--- src/rtl/uart_pkg.sv ---
// Shared UART definitions: frame parser state encoding and bit timing.
// Holds the default SOF byte and the receiver bit period.
package uart_pkg;

   typedef enum logic [2:0] {
      StIdle    = 3'd0,
      StLen     = 3'd1,
      StPayload = 3'd2,
      StCheck   = 3'd3,
      StHold    = 3'd4
   } parseStateT;

   localparam logic [7:0] SOF_BYTE = 8'hA5;

   localparam int CLKS_PER_BIT = 1250;

   // one full 8N1 character time (start + 8 data + stop)
   localparam int TIMEOUT_DEF = 10 * CLKS_PER_BIT;

endpackage

--- src/rtl/uart_frame_buf.sv ---
// Payload buffer: DEPTH x 8 simple dual-port RAM, one write port and a
// registered read port. Ports: clk, we/wrAddr/wrData, rdAddr -> rdData.
module uart_frame_buf #(
   parameter int DEPTH = 16,
   parameter int AW    = $clog2(DEPTH)
) (
   input  logic          clk,
   input  logic          we,
   input  logic [AW-1:0] wrAddr,
   input  logic [7:0]    wrData,
   input  logic [AW-1:0] rdAddr,
   output logic [7:0]    rdData
);

   logic [7:0] mem [DEPTH];

   always_ff @(posedge clk) begin
      if (we) begin
         mem[wrAddr] <= wrData;
      end
      rdData <= mem[rdAddr];
   end

endmodule

--- src/rtl/uart_frame_parser.sv ---
// Frame parser after the UART receiver: SOF, LEN, payload, XOR checksum.
// Ports: clk/rstN/en, rxDv/rxByte in; frameValid/frameLen/rdAddr/rdData/
// frameAck buffer side; errChk/errLen/errTimeout/errOverrun strobes; isIdle.
module uart_frame_parser
   import uart_pkg::*;
#(
   parameter int         MAX_LEN      = 16,
   parameter logic [7:0] SOF          = SOF_BYTE,
   parameter int         TIMEOUT_CLKS = TIMEOUT_DEF,
   localparam int        LW           = $clog2(MAX_LEN + 1),
   localparam int        AW           = $clog2(MAX_LEN)
) (
   input  logic          clk,
   input  logic          rstN,
   input  logic          en,
   input  logic          rxDv,
   input  logic [7:0]    rxByte,
   output logic          frameValid,
   output logic [LW-1:0] frameLen,
   input  logic [AW-1:0] rdAddr,
   output logic [7:0]    rdData,
   input  logic          frameAck,
   output logic          errChk,
   output logic          errLen,
   output logic          errTimeout,
   output logic          errOverrun,
   output logic          isIdle
);

   localparam int TW = $clog2(TIMEOUT_CLKS);

   parseStateT    state, stateNext;
   logic [LW-1:0] lenReg, lenNext;
   logic [LW-1:0] idx, idxNext, idxInc;
   logic [7:0]    chk, chkNext;
   logic [TW-1:0] tmr, tmrNext;
   logic          errChkNext, errLenNext;
   logic          errToNext, errOvrNext;
   logic          wrEn;
   logic          tmrExp;
   logic          lenOk;
   logic          rdClr;
   logic [7:0]    bufRd;

   assign idxInc = idx + 1'b1;
   assign tmrExp = (tmr == TW'(TIMEOUT_CLKS - 1));
   assign lenOk  = (rxByte != 8'd0) && (rxByte <= 8'(MAX_LEN));

   always_comb begin
      stateNext  = state;
      lenNext    = lenReg;
      idxNext    = idx;
      chkNext    = chk;
      tmrNext    = '0;
      errChkNext = 1'b0;
      errLenNext = 1'b0;
      errToNext  = 1'b0;
      errOvrNext = 1'b0;
      wrEn       = 1'b0;
      if (!en) begin
         stateNext = StIdle;
      end else begin
         // inter-byte timer, only meaningful inside a frame
         if (state == StLen || state == StPayload ||
             state == StCheck) begin
            if (!rxDv) begin
               if (tmrExp) begin
                  errToNext = 1'b1;
                  stateNext = StIdle;
               end else begin
                  tmrNext = tmr + 1'b1;
               end
            end
         end
         unique case (state)
            StIdle: begin
               if (rxDv && rxByte == SOF) begin
                  stateNext = StLen;
               end
            end
            StLen: begin
               if (rxDv) begin
                  if (lenOk) begin
                     lenNext   = rxByte[LW-1:0];
                     chkNext   = rxByte;
                     idxNext   = '0;
                     stateNext = StPayload;
                  end else begin
                     errLenNext = 1'b1;
                     stateNext  = StIdle;
                  end
               end
            end
            StPayload: begin
               if (rxDv) begin
                  wrEn    = 1'b1;
                  idxNext = idxInc;
                  chkNext = chk ^ rxByte;
                  if (idxInc == lenReg) begin
                     stateNext = StCheck;
                  end
               end
            end
            StCheck: begin
               if (rxDv) begin
                  if (rxByte == chk) begin
                     stateNext = StHold;
                  end else begin
                     errChkNext = 1'b1;
                     stateNext  = StIdle;
                  end
               end
            end
            StHold: begin
               errOvrNext = rxDv;
               if (frameAck) begin
                  stateNext = StIdle;
               end
            end
            default: begin
               stateNext = StIdle;
            end
         endcase
      end
   end

   always_ff @(posedge clk) begin
      if (!rstN) begin
         state      <= StIdle;
         lenReg     <= '0;
         idx        <= '0;
         chk        <= '0;
         tmr        <= '0;
         errChk     <= 1'b0;
         errLen     <= 1'b0;
         errTimeout <= 1'b0;
         errOverrun <= 1'b0;
         rdClr      <= 1'b1;
      end else begin
         state      <= stateNext;
         lenReg     <= lenNext;
         idx        <= idxNext;
         chk        <= chkNext;
         tmr        <= tmrNext;
         errChk     <= errChkNext;
         errLen     <= errLenNext;
         errTimeout <= errToNext;
         errOverrun <= errOvrNext;
         rdClr      <= 1'b0;
      end
   end

   uart_frame_buf #(
      .DEPTH (MAX_LEN),
      .AW    (AW)
   ) u_buf (
      .clk    (clk),
      .we     (wrEn),
      .wrAddr (idx[AW-1:0]),
      .wrData (rxByte),
      .rdAddr (rdAddr),
      .rdData (bufRd)
   );

   // the RAM read register has no reset; mask it until the
   // first read after reset has been captured
   assign rdData     = rdClr ? 8'd0 : bufRd;
   assign frameValid = (state == StHold);
   assign frameLen   = frameValid ? lenReg : '0;
   assign isIdle     = (state == StIdle);

endmodule

--- config.mk ---
export PLATFORM = sky130hd
export DESIGN_NAME = uart_frame_parser
export DESIGN_NICKNAME = d
export VERILOG_FILES = /design/src/rtl/uart_pkg.sv /design/src/rtl/uart_frame_buf.sv /design/src/rtl/uart_frame_parser.sv
export SDC_FILE = /design/constraint.sdc
export NUM_CORES = 1
export LEC_CHECK = 0
export BUFFER_PORTS_ARGS = -buffer_cell sky130_fd_sc_hd__buf_2
export CORE_ASPECT_RATIO = 1.1
export CORE_UTILIZATION = 61
export DETAILED_ROUTE_END_ITERATION = 16
export PLACE_DENSITY_LB_ADDON = 0.12
export SLEW_MARGIN = 10
export SYNTH_ARGS = -nofsm -noshare
export SYNTH_HDL_FRONTEND = slang
export SYNTH_SLANG_ARGS = --single-unit
--- constraint.sdc ---
create_clock -name clk -period 5.3 [get_ports clk]
set_input_delay 0.265 -clock clk [delete_from_list [all_inputs] [get_ports clk]]
set_output_delay 0.265 -clock clk [all_outputs]
set_load 0.05 [all_outputs]
[Yosys cells after proc, flatten, opt, wreduce, memory -nomap -nowiden]
Memories as Yosys holds them, arrays and structs flattened. A register that Yosys moved wholly into a read port is not among the register bits.
Cells that the tools add are included.
Widths: inputs -> output; s select.
Word-level totals
  register bits: 40
  bits in writable memories: 128
  memories: 1
Operators by class
  $add $sub $neg: 2
  order comparisons: 1
  equality and inequality tests: 11
  muxes and demuxes: 31
  bitwise operators: 4
  reduce and logical (&&, ||, !) cells: 15
Memories
  u_buf.mem: depth 16, width 8, rd ports 1, clocked after Yosys merged registers in 1, write ports 1, RTL line uart_frame_buf.sv:15  | logic [7:0] mem [DEPTH];
Operators by type and width (count)
  $mux 8: 4
  $mux 3: 10
  $mux 5: 4
  $pmux 8 s2: 1
  $pmux 3 s5: 1
  $add 14x1->14 const B: 1
  $eq 14x14->1 const B: 1
  $reduce_and 4->1: 3
  $pmux 5 s2: 1
  $mux 1: 9
  $eq 8x8->1: 1
  $eq 8x8->1 const B: 1
  $le 8x5->1 const B: 1
  $reduce_bool 8->1: 1
  $xor 8x8->8: 1
  $eq 3x2->1 const B: 2
  $ne 2x2->1 const B: 3
  $add 5x1->5 const B: 1
  $eq 5x5->1: 1
  $reduce_and 5->1: 1
  $reduce_or 5->1: 1
  $reduce_or 4->1: 1
  $eq 3x1->1 const B: 1
  $eq 3x3->1 const B: 1
  other kinds (8): 12

[Depth between registers and ports, before layout]
Gate-level depths: netlist of the first run.
  depth in word-level cells: 7
  depth in mapped cells: 7
  gate-level depth less buffers: 6

[Cells and area by module]
A second synthesis of the first run with hierarchy kept.
Unflattened totals
  cells, all modules: 519
  area, all modules: 7454.6 um2
By module, submodules not included
  uart_frame_buf: times used 1, cells each 229, area each 5147.4 um2, sequential area each 4003.8 um2
  uart_frame_parser: times used 1, cells each 290, area each 2307.2 um2, sequential area each 800.8 um2

[Worst setup path before layout of the first run]
OpenSTA, ideal clock, no wires.
  kind: register to register
  start point: reg state[1]
  end point: mem u_buf.mem[0][0], enable pin
  setup time: 0.383 ns
  arrival time: 1.876 ns
  slack: 3.040 ns
  stages on the path, launching flop included: 8
  clock period less this slack: 2.260 ns
  path through: dfxtp_1 -> buf_2 -> nor3b_2 -> and2_1 -> buf_2 -> buf_2 -> nand2_1 -> nor3_1
Between the ends
  longest elaborated chain between the ends: 5
Ends and longest elaborated chain
  start: declaration: RTL line uart_frame_parser.sv:32  | parseStateT state, stateNext;
  start signal: assignment: RTL line uart_frame_parser.sv:129  | state <= StIdle;
  start signal: assignment: RTL line uart_frame_parser.sv:140  | state <= stateNext;
  $eq 3x2->1: RTL line uart_frame_parser.sv:75  | unique case (state)
  $mux 1: RTL line uart_frame_parser.sv:75
  $mux 1: RTL line uart_frame_parser.sv:60  | if (!en) begin
  $mux 1: RTL line uart_frame_buf.sv:18  | if (we) begin
  $mux 1 (not written as such): RTL line uart_frame_buf.sv:19  | mem[wrAddr] <= wrData;
  end: declaration: RTL line uart_frame_buf.sv:15
Every way passes these cells.

[Worst setup path after layout of the first run]
  start point: reg state[1]
  end point: mem u_buf.mem[0][3], enable pin
Same word-level chain as after synthesis.

==> results of run 1 <==
## path summary, 6_finish.rpt
check / startpoint / endpoint / slack [ns] / cells past startpoint
worst max-delay path: state[1] / u_buf.mem[0][3] / 1.96 / 4
worst min register to register: tmr[0] / tmr[0] / 0.45 / 1
worst min-delay path: frameAck / state[2] / 0.13 / 3
worst max register to register: state[1] / u_buf.mem[0][3] / 1.96 / 4
## area by class of cell
cell class / count / area [um2] / share of cell area, %
Sequential cell: 176 / 4800 / 58.9
Timing Repair Buffer: 35 / 175 / 2.15
Multi-Input combinational cell: 283 / 2380 / 29.1
Inverter: 6 / 22.5 / 0.276
Tap cell: 150 / 188 / 2.30
Clock buffer: 23 / 489 / 5.99
Clock inverter: 9 / 106 / 1.30
## cell families (layout without fill, tap and decap cells)
| family | Yosys count | count (layout) | synth area share (%) |
|---|---|---|---|
| buffers and inverters | 28 | 73 | 2.22 |
| xor gates and xnor gates | 26 | 26 | 3.10 |
| adders and majority gates | 5 | 5 | 0.852 |
| DFF | 176 | 176 | 65.4 |
| and+or+nand+nor | 180 | 180 | 12.3 |
| AOI/OAI and AO/OA | 30 | 30 | 2.37 |
| muxes | 42 | 42 | 13.8 |
## cells in the mapped netlist (all sizes together), types with 2 or more instances
cell / number / area, um2
nor4b: 2 / 17.5
mux4: 40 / 991
a31oi: 4 / 25.0
and2: 4 / 26.3
nor2b: 11 / 68.8
nand2b: 3 / 18.8
nand3b: 2 / 15.0
nor4: 6 / 43.8
o31ai: 2 / 15.0
and3: 7 / 43.8
nand2: 48 / 180
a21oi: 7 / 35.0
inv: 6 / 22.5
nand4: 11 / 68.8
nor3: 16 / 80.1
dfxtp: 48 / 961
o21ai: 12 / 60.1
ha: 5 / 62.6
clkbuf: 5 / 18.8
xnor2: 10 / 87.6
nor2: 37 / 139
xor2: 16 / 140
buf: 17 / 121
edfxtp: 128 / 3840
nand3: 24 / 120
nor3b: 3 / 27.5
o22ai: 2 / 12.5
## registers in the layout, summed over array words and instances (netlist names)
name,flops
chk,8
errChk,1
errLen,1
errOverrun,1
errTimeout,1
idx,5
lenReg,5
rdClr,1
state,3
tmr,14
u_buf.mem,128
u_buf.rdData,8
## routing by layer
layer	global-route usage [%]	vias to the layer above	routed length [um]	share of wire, %
met2	43.1	153	7320	50
met5	0	-	0	0
met1	31.2	2062	5740	40
li1	-	1942	-	-
met4	14.2	0	537	3.7
met3	5.15	31	899	6.2
## worst min-delay path, stage by stage
cell and delay [ns]:
buf_2 0.08, o22a_1 0.13, nor2_1 0.04
## where the power goes
part	switching [mW]	internal [mW]
registers	0.00274	1.48
logic	0.0774	0.0433
clock network	0.492	0.745
total	0.572	2.27
## placed cells by master (no fill, tap or decap), drive strengths merged, types with 10 or more instances in the layout
cell,instances
nor2b,11
nor3,16
dfxtp,48
nand4,11
buf,35
edfxtp,128
nand3,24
clkbuf,23
nand2,48
xor2,16
nor2,37
o21ai,12
xnor2,10
mux4,40
## stage by stage
stage | area (um2) | instances | hold WS, ns
after global placement | 7570 | 650 | 0.429
after global routing | 8160 | 682 | 0.125
after floorplan | 7340 | 487 | 0.364
final | 8160 | 682 | 0.130
after detailed placement | 7570 | 650 | 0.438
after CTS | 8160 | 682 | 0.116
==> out/results.tsv, run 1 <==
metric	value	unit
DRC Markers	0	
row count	41	
clk_skew	0.00941	ns
detail-routed net length per standard cell	21.3	um
Setup crit end kind	register	
startpoint types	register	
CP Data Required Time	5.34	ns
Worst VDD drop	216	uV
Net Count, Synth	509	
CTS Buffer Depth	2	
status	finished clean	
final design utilization	70.4	%
die width	107	um
Skew-Pair Late Insertion Delay	0.43	ns
post-route ant nets	0	
RSZ-0062 raised after global routing	false	
CTS tree	done	
PnR worst setup slack	1.96	ns
Top delay family on crit path	simple AND/OR/NAND/NOR gates	
highest cell delay on the worst timing path	0.92	ns
Filler cells	808	
Tot Pwr	2.84	mW
htree depth	4	
DR iter-0 viols	314	
DPL Wire Length	9090	um
Critical Path, Cell by Cell	nor3b_2 -> and2_1 -> nand2_1 -> nor3_1	
vias in the first global route	4120	
Placer Congestion	0.823	
initial antenna violation count	0	
crit share post-route	63.0	%
cts hold-fix bufs	0	
Ys Warns	0	
Buffers on Ports	35	
Crit Path Class	register to register	
pwr dens	348	nW/um2
routed vias	4188	
Buf/Inv on CP	0	
Pleak	2.75	nW
Slew HR	23.8	%
Min-Delay Path Class	primary input to register	
Avg Inst Size Synth	15.1	um2
number of synthesized flops with an enable pin	128	
largest net degree at the start of global routing	33	
ys async rst share	0	%
Top Ports	36	
Yosys reg bits	176	
Crit-path slowest cell	nor3_1	
ANT cells	0	
Post-CTS Setup Bufs	0	
maxcap violations	0	
Setup TNS	0	ns
final setup vio count	0	
total gr overflow	0	
ratio of cells with drive above 1 in the final layout	16.0	%
Unique masters post-synth	49	
PostCTS Resize Cnt	0	
maximum clock rate	299	MHz
Die Area	12500	um2
Max FO, Critical Path	15	
Fin. Hold Viols	0	
Worst Tran Pin Value	1.13	ns
global-route wire length before repair	22500	um
fin nets	541	
Seq/Total Area, Yosys	65.4	%
drt pass-1 iters	5	
Most used DFF post-synth	edfxtp_1	
max-slew violations	0	
Via density	6.14	
core area	11600	um2
Routed WL	14500	um
CTS buffer count	17	
Initial Util	63.3	%
Chip Height	117	um
root buf cell	clkbuf_16	
GRT Total Usage	25.5	%
Post-Syn Instances	487	
Critical Path AT	3.38	ns
synth-to-layout area growth	11.1	%
clock tree sinks	176	
pre-CTS setup slack	2.03	ns
Worst-path clk slew	0.06	ns
min Tclk post-route	3.34	ns
cell area after synthesis	7340	um2
No activity file was read; power rests on OpenSTA's default activity.
==> inputs of run 2 (changes only) <==
==> constraint.sdc (replaced) <==
create_clock -name clk -period 3.4 [get_ports clk]
set_input_delay 0.17 -clock clk [delete_from_list [all_inputs] [get_ports clk]]
set_output_delay 0.17 -clock clk [all_outputs]
set_load 0.05 [all_outputs]
==> out/results.tsv, run 2 (same netlist as run 1, synthesis figures left out) <==
metric	value	unit	change
status	finished clean		
initial antenna violation count	0		unchanged
top sig layer	met4		
fin nets	550		+1.7%
Slew HR	41.3	%	+17 points
Fin. Hold Viols	0		unchanged
Buffers on Ports	35		unchanged
Critical Path, Cell by Cell	nor3b_2 -> buf_4 -> and2_1 -> nand2_1 -> nor2_1		
ratio of cells with drive above 1 in the final layout	18.1	%	+2.1 points
maximum clock rate	383	MHz	+28%
Setup TNS	0	ns	unchanged
total gr overflow	0		unchanged
Crit-path slowest cell	nor2_1		
startpoint types	register		
Top delay family on crit path	simple AND/OR/NAND/NOR gates		
cts hold-fix bufs	0		unchanged
pwr dens	543	nW/um2	+56%
met3 routed WL	729	um	-19%
routed vias	4282		+2.2%
Biggest register	u_buf.mem		
RSZ-0062 raised after global routing	false		
clock share of power	44.0	%	+0.5 points
Filler cells	775		-4.1%
ANT cells	0		unchanged
Skew-Pair Late Insertion Delay	0.42	ns	about the same
Crit Path Class	register to register		
synth-to-layout area growth	12.2	%	
DR WL met2	8030	um	+9.8%
clk_skew	0.00851	ns	-0.000908 ns
vias in the first global route	4016		-2.5%
core area	11600	um2	unchanged
Gate power share	4.4	%	+0.2 points
max-slew violations	0		unchanged
CTS buffer count	17		unchanged
biggest regs	u_buf.mem x128, tmr x14		
largest net degree at the start of global routing	33		unchanged
htree depth	4		unchanged
Critical Path AT	2.66	ns	-0.72 ns
DPL Wire Length	10100	um	+12%
Seq pwr share	51.7	%	-0.5 points
die width	107	um	unchanged
DR iter-0 viols	419		+33%
clock tree sinks	176		unchanged
drt pass-1 iters	7		+2
Worst-path clk slew	0.06	ns	about the same
Worst VDD drop	338	uV	+57%
DRC Markers	0		unchanged
Largest register FFs	128		unchanged
Post-CTS Setup Bufs	0		unchanged
Pint	3.50	mW	+54%
cell count along the critical path	5		+1
Sw Ratio	21.6	%	+1.5 points
Pleak	2.80	nW	+1.8%
most common cell after layout, fill and taps aside	edfxtp_1		
detail-routed net length per standard cell	22.2	um	+4.5%
Chip Height	117	um	unchanged
root buf cell	clkbuf_16		
Min-Delay Path Class	primary input to register		
Reg2Reg Setup Slack	0.79	ns	-1.17 ns
CP Data Required Time	3.45	ns	-1.89 ns
crit path capture	u_buf.mem[4][2]		
min Tclk post-route	2.61	ns	-0.727 ns
Via density	6.20		+0.91%
post-route ant nets	0		unchanged
Placer Congestion	0.842		+2.3%
Worst Setup SP	state[1]		
final setup vio count	0		unchanged
row count	41		unchanged
global-route wire length before repair	23300	um	+3.4%
worst r2r src	state[1]		
Routed WL	15300	um	+5.9%
highest cell delay on the worst timing path	0.59	ns	-0.33 ns
met1 WL	6220	um	+8.4%
commonest non-fill, non-tap cells in the layout	edfxtp_1 (128), nand2_1 (48), dfxtp_1 (48)		
FF-to-FF End	u_buf.mem[4][2]		
Initial Util	63.3	%	unchanged
CTS Buffer Depth	2		unchanged
Worst Tran Pin Value	0.878	ns	-0.256 ns
crit share post-route	76.9	%	+14 points
R2R cell count	5		+1
GRT Total Usage	26.9	%	+1.4 points
Die Area	12500	um2	unchanged
maxcap violations	0		unchanged
WHS	0.0407	ns	-0.0893 ns
PostCTS Resize Cnt	0		unchanged
Buf/Inv on CP	1		+1
Max FO, Critical Path	15		unchanged
Psw	0.967	mW	+69%
Setup crit end kind	register		
CTS tree	done		
Top Ports	36		unchanged
==> run 2: changes by cell type in the layout (fill, tap and decap cells not counted), sizes merged <==
cell	delta
buf	+9
clkbuf	-5
clkinv	-4
clkinvlp	+1
inv	+8
==> run 2: worst min path at each step <==
stage | startpoint | end | slack, ns | cells after the start
floorplan | rxByte[0] | u_buf.mem[0][0] | 0.27 | 0
global placement | tmr[0] | tmr[0] | 0.43 | 1
detailed placement | tmr[0] | tmr[0] | 0.44 | 1
CTS | frameAck | state[2] | 0.03 | 3
global route | rxDv | errOverrun | 0.03 | 3
finish | frameAck | state[2] | 0.04 | 3
==> run 2: worst register-to-register path: stages (launching register included) <==
cell     delay (ns)
dfxtp_1        0.48
nor3b_2        0.21
buf_4          0.21
and2_1         0.49
nand2_1        0.26
nor2_1         0.60
==> run 2: cell type report <==
| type | count | area (um2) | area share (%) |
|---|---|---|---|
| tap | 150 | 188 | 2.28 |
| sequential | 176 | 4800 | 58.3 |
| multi-input combinational | 283 | 2380 | 28.8 |
| timing repair buffer | 44 | 243 | 2.95 |
| clock inverter | 14 | 166 | 2.02 |
| inverter | 6 | 22.5 | 0.273 |
| clock buffer | 18 | 439 | 5.33 |
==> run 2: power groups by stage <==
stage | combinational, mW | clock, mW | sequential (mW)
after floorplan | 0.123 | 0 | 2.36
after global placement | 0.192 | 0 | 2.36
after detailed placement | 0.195 | 0 | 2.36
after CTS | 0.197 | 1.99 | 2.31
after global routing | 0.206 | 2.07 | 2.31
final | 0.195 | 1.97 | 2.31
==> run 2: layer usage <==
layer  up-vias  track usage, %
li1       1963               -
met1      2125            33.9
met2       174            45.8
met3        20            5.87
met4         0            11.1
met5         -               0
==> run 2: per-stage QoR <==
stage	utilization [%]	area [um2]	setup slack, ns	std cells	total power [mW]
global placement	65.8	7630	0.835	659	2.55
floorplan	-	7340	1.14	487	2.48
CTS	71.1	8240	0.796	691	4.49
global route	71.1	8240	0.617	691	4.59
detailed placement	65.8	7630	0.825	659	2.55
finish	71.1	8240	0.786	691	4.47
==> inputs of run 3 (changes only) <==
--- a/config.mk
+++ b/config.mk
@@ -7,7 +7,7 @@
 export LEC_CHECK = 0
 export BUFFER_PORTS_ARGS = -buffer_cell sky130_fd_sc_hd__buf_2
 export CORE_ASPECT_RATIO = 1.1
-export CORE_UTILIZATION = 61
+export CORE_UTILIZATION = 55
 export DETAILED_ROUTE_END_ITERATION = 16
 export PLACE_DENSITY_LB_ADDON = 0.12
 export SLEW_MARGIN = 10
==> constraint.sdc (replaced) <==
create_clock -name clk -period 2.22 [get_ports clk]
set_input_delay 0.111 -clock clk [delete_from_list [all_inputs] [get_ports clk]]
set_output_delay 0.111 -clock clk [all_outputs]
set_load 0.05 [all_outputs]
==> out/results.tsv, run 3 (same netlist as run 1, synthesis figures left out) <==
metric	value	unit	change
met3 Use GR	5.69	%	-0.18 points
pwr dens	820	nW/um2	+51%
Worst-path clk slew	0.07	ns	about the same
WHS	0.0572	ns	+0.0165 ns
GRT Total Usage	24.6	%	-2.3 points
core area	12800	um2	+10%
met1 Resource Use GR	31.0	%	-2.9 points
ANT cells	0		unchanged
largest net degree at the start of global routing	33		unchanged
Post-CTS Setup Bufs	0		unchanged
status	complete, but fails checks		
Chip Height	123	um	+5.2%
maximum clock rate	498	MHz	+30%
global-route wire length before repair	24200	um	+4.1%
Largest register FFs	128		unchanged
CTS Buffer Depth	2		unchanged
fin nets	575		+4.5%
crit share post-route	90.5	%	+14 points
Slew HR	62.0	%	+21 points
CTS tree	done		
met2 Use GR	42.0	%	-3.8 points
CTS buffer count	17		unchanged
detail-routed net length per standard cell	21.3	um	-4.3%
Filler cells	935		+21%
Critical Path AT	2.30	ns	-0.36 ns
most common cell after layout, fill and taps aside	edfxtp_1		
post-route ant nets	0		unchanged
Min-Delay Path Class	primary input to register		
clock tree sinks	176		unchanged
CP Data Required Time	2.51	ns	-0.94 ns
busiest grt layer	met2		
synth-to-layout area growth	15.6	%	
Setup crit end kind	register		
Max FO, Critical Path	14		-1
Skew-Pair Late Insertion Delay	0.43	ns	about the same
Top Ports	36		unchanged
Pleak	2.95	nW	+5.1%
Routed WL	15400	um	+0.10%
violations in the final reports	design-rule violations		
DPL Wire Length	9950	um	-1.9%
maxcap violations	0		unchanged
Placer Congestion	0.801		-4.8%
Crit Path Class	register to register		
die width	112	um	+5.2%
root buf cell	clkbuf_16		
commonest non-fill, non-tap cells in the layout	edfxtp_1 (128), nand2_1 (48), dfxtp_1 (48)		
final setup vio count	0		unchanged
vias in the first global route	4298		+7.0%
Biggest register	u_buf.mem		
placed cells	688		+4.4%
max-slew violations	0		unchanged
startpoint types	register		
Fin. Hold Viols	0		unchanged
DRC Markers	4		+4
htree depth	4		unchanged
Post-Layout Cell Count	723		+4.6%
RSZ-0062 raised after global routing	false		
Worst VDD drop	421	uV	+25%
total gr overflow	0		unchanged
drt pass-1 iters	11		+4
Initial Util	57.3	%	-6.0 points
DR iter-0 viols	282		-33%
ratio of cells with drive above 1 in the final layout	21.4	%	+3.3 points
Tot Pwr	6.96	mW	+56%
Buffers on Ports	35		unchanged
clk_skew	0.0104	ns	+0.00194 ns
min Tclk post-route	2.01	ns	-0.606 ns
biggest regs	u_buf.mem x128, tmr x14		
Worst Tran Pin Value	0.561	ns	-0.316 ns
initial antenna violation count	0		unchanged
row count	43		+4.9%
Die Area	13800	um2	+11%
routed vias	4325		+1.0%
Via density	5.98		-3.5%
-- run 3: changes by cell type in the layout (fill, tap and decap cells not counted), sizes merged --
cell / before / now
buf: 44 / 66
inv: 14 / 6
clkinv: 1 / 6
dlygate4sd3: 0 / 3
bufinv: 2 / 4
clkinvlp: 3 / 4
-- run 3: cell type report --
| cell class | count | area [um2] | area share (%) |
|---|---|---|---|
| inverters | 6 | 22.5 | 0.265 |
| repair buffers | 69 | 463 | 5.45 |
| clock buffers | 18 | 429 | 5.05 |
| clock inverters | 14 | 191 | 2.25 |
| flip-flops and latches | 176 | 4800 | 56.6 |
| well taps | 157 | 196 | 2.31 |
| multi-input cells | 283 | 2380 | 28.1 |
-- run 3: routing by layer --
layer | wire length (um) | share of wire, %
met5 | 0 | 0
met4 | 257 | 1.7
met3 | 799 | 5.2
met2 | 7730 | 50
met1 | 6580 | 43
-- run 3: power by group --
group          leakage (nW)  internal (mW)  switching (mW)
clock network         0.292           1.88            1.23
logic                  1.11          0.123           0.196
registers              1.54           3.53         0.00492
total                  2.95           5.54            1.43
-- run 3: stage by stage --
| stage | worst slack, ns | TNS, ns | utilization (%) | instance area (um2) |
|---|---|---|---|---|
| after global routing | 0.0600 | 0 | 66.3 | 8490 |
| final | 0.211 | 0 | 66.3 | 8490 |
| after detailed placement | 0.216 | 0 | 61.2 | 7840 |
| after global placement | 0.354 | 0 | 61.2 | 7840 |
| after CTS | 0.207 | 0 | 66.3 | 8490 |
| after floorplan | -0.0385 | -0.825 | - | 7350 |
-- run 3: worst paths after layout --
kind / start / end / slack, ns / cells after the start
setup reg to reg: tmr[0] / tmr[4] / 0.21 / 6
hold reg to reg: tmr[0] / tmr[0] / 0.46 / 1
setup / recovery: tmr[0] / tmr[4] / 0.21 / 6
hold / removal: rxByte[7] / chk[7] / 0.06 / 3
-- run 3: worst max-delay path, cell delays in order (launching register included) --
cell     delay [ns]
dfxtp_1        0.35
ha_1           0.22
or3b_1         0.38
nor4_2         0.25
nand3_1        0.11
nand3_1        0.41
nor2_1         0.14
-- run 3: timing repair --
| item | 4_1_cts | 5_1_grt |
|---|---|---|
| resized for setup | 0 | 1 |
| hold endpoints to repair | 2 | 0 |
| setup endpoints to repair | 0 | 1 |
| hold buffers | 3 | 0 |
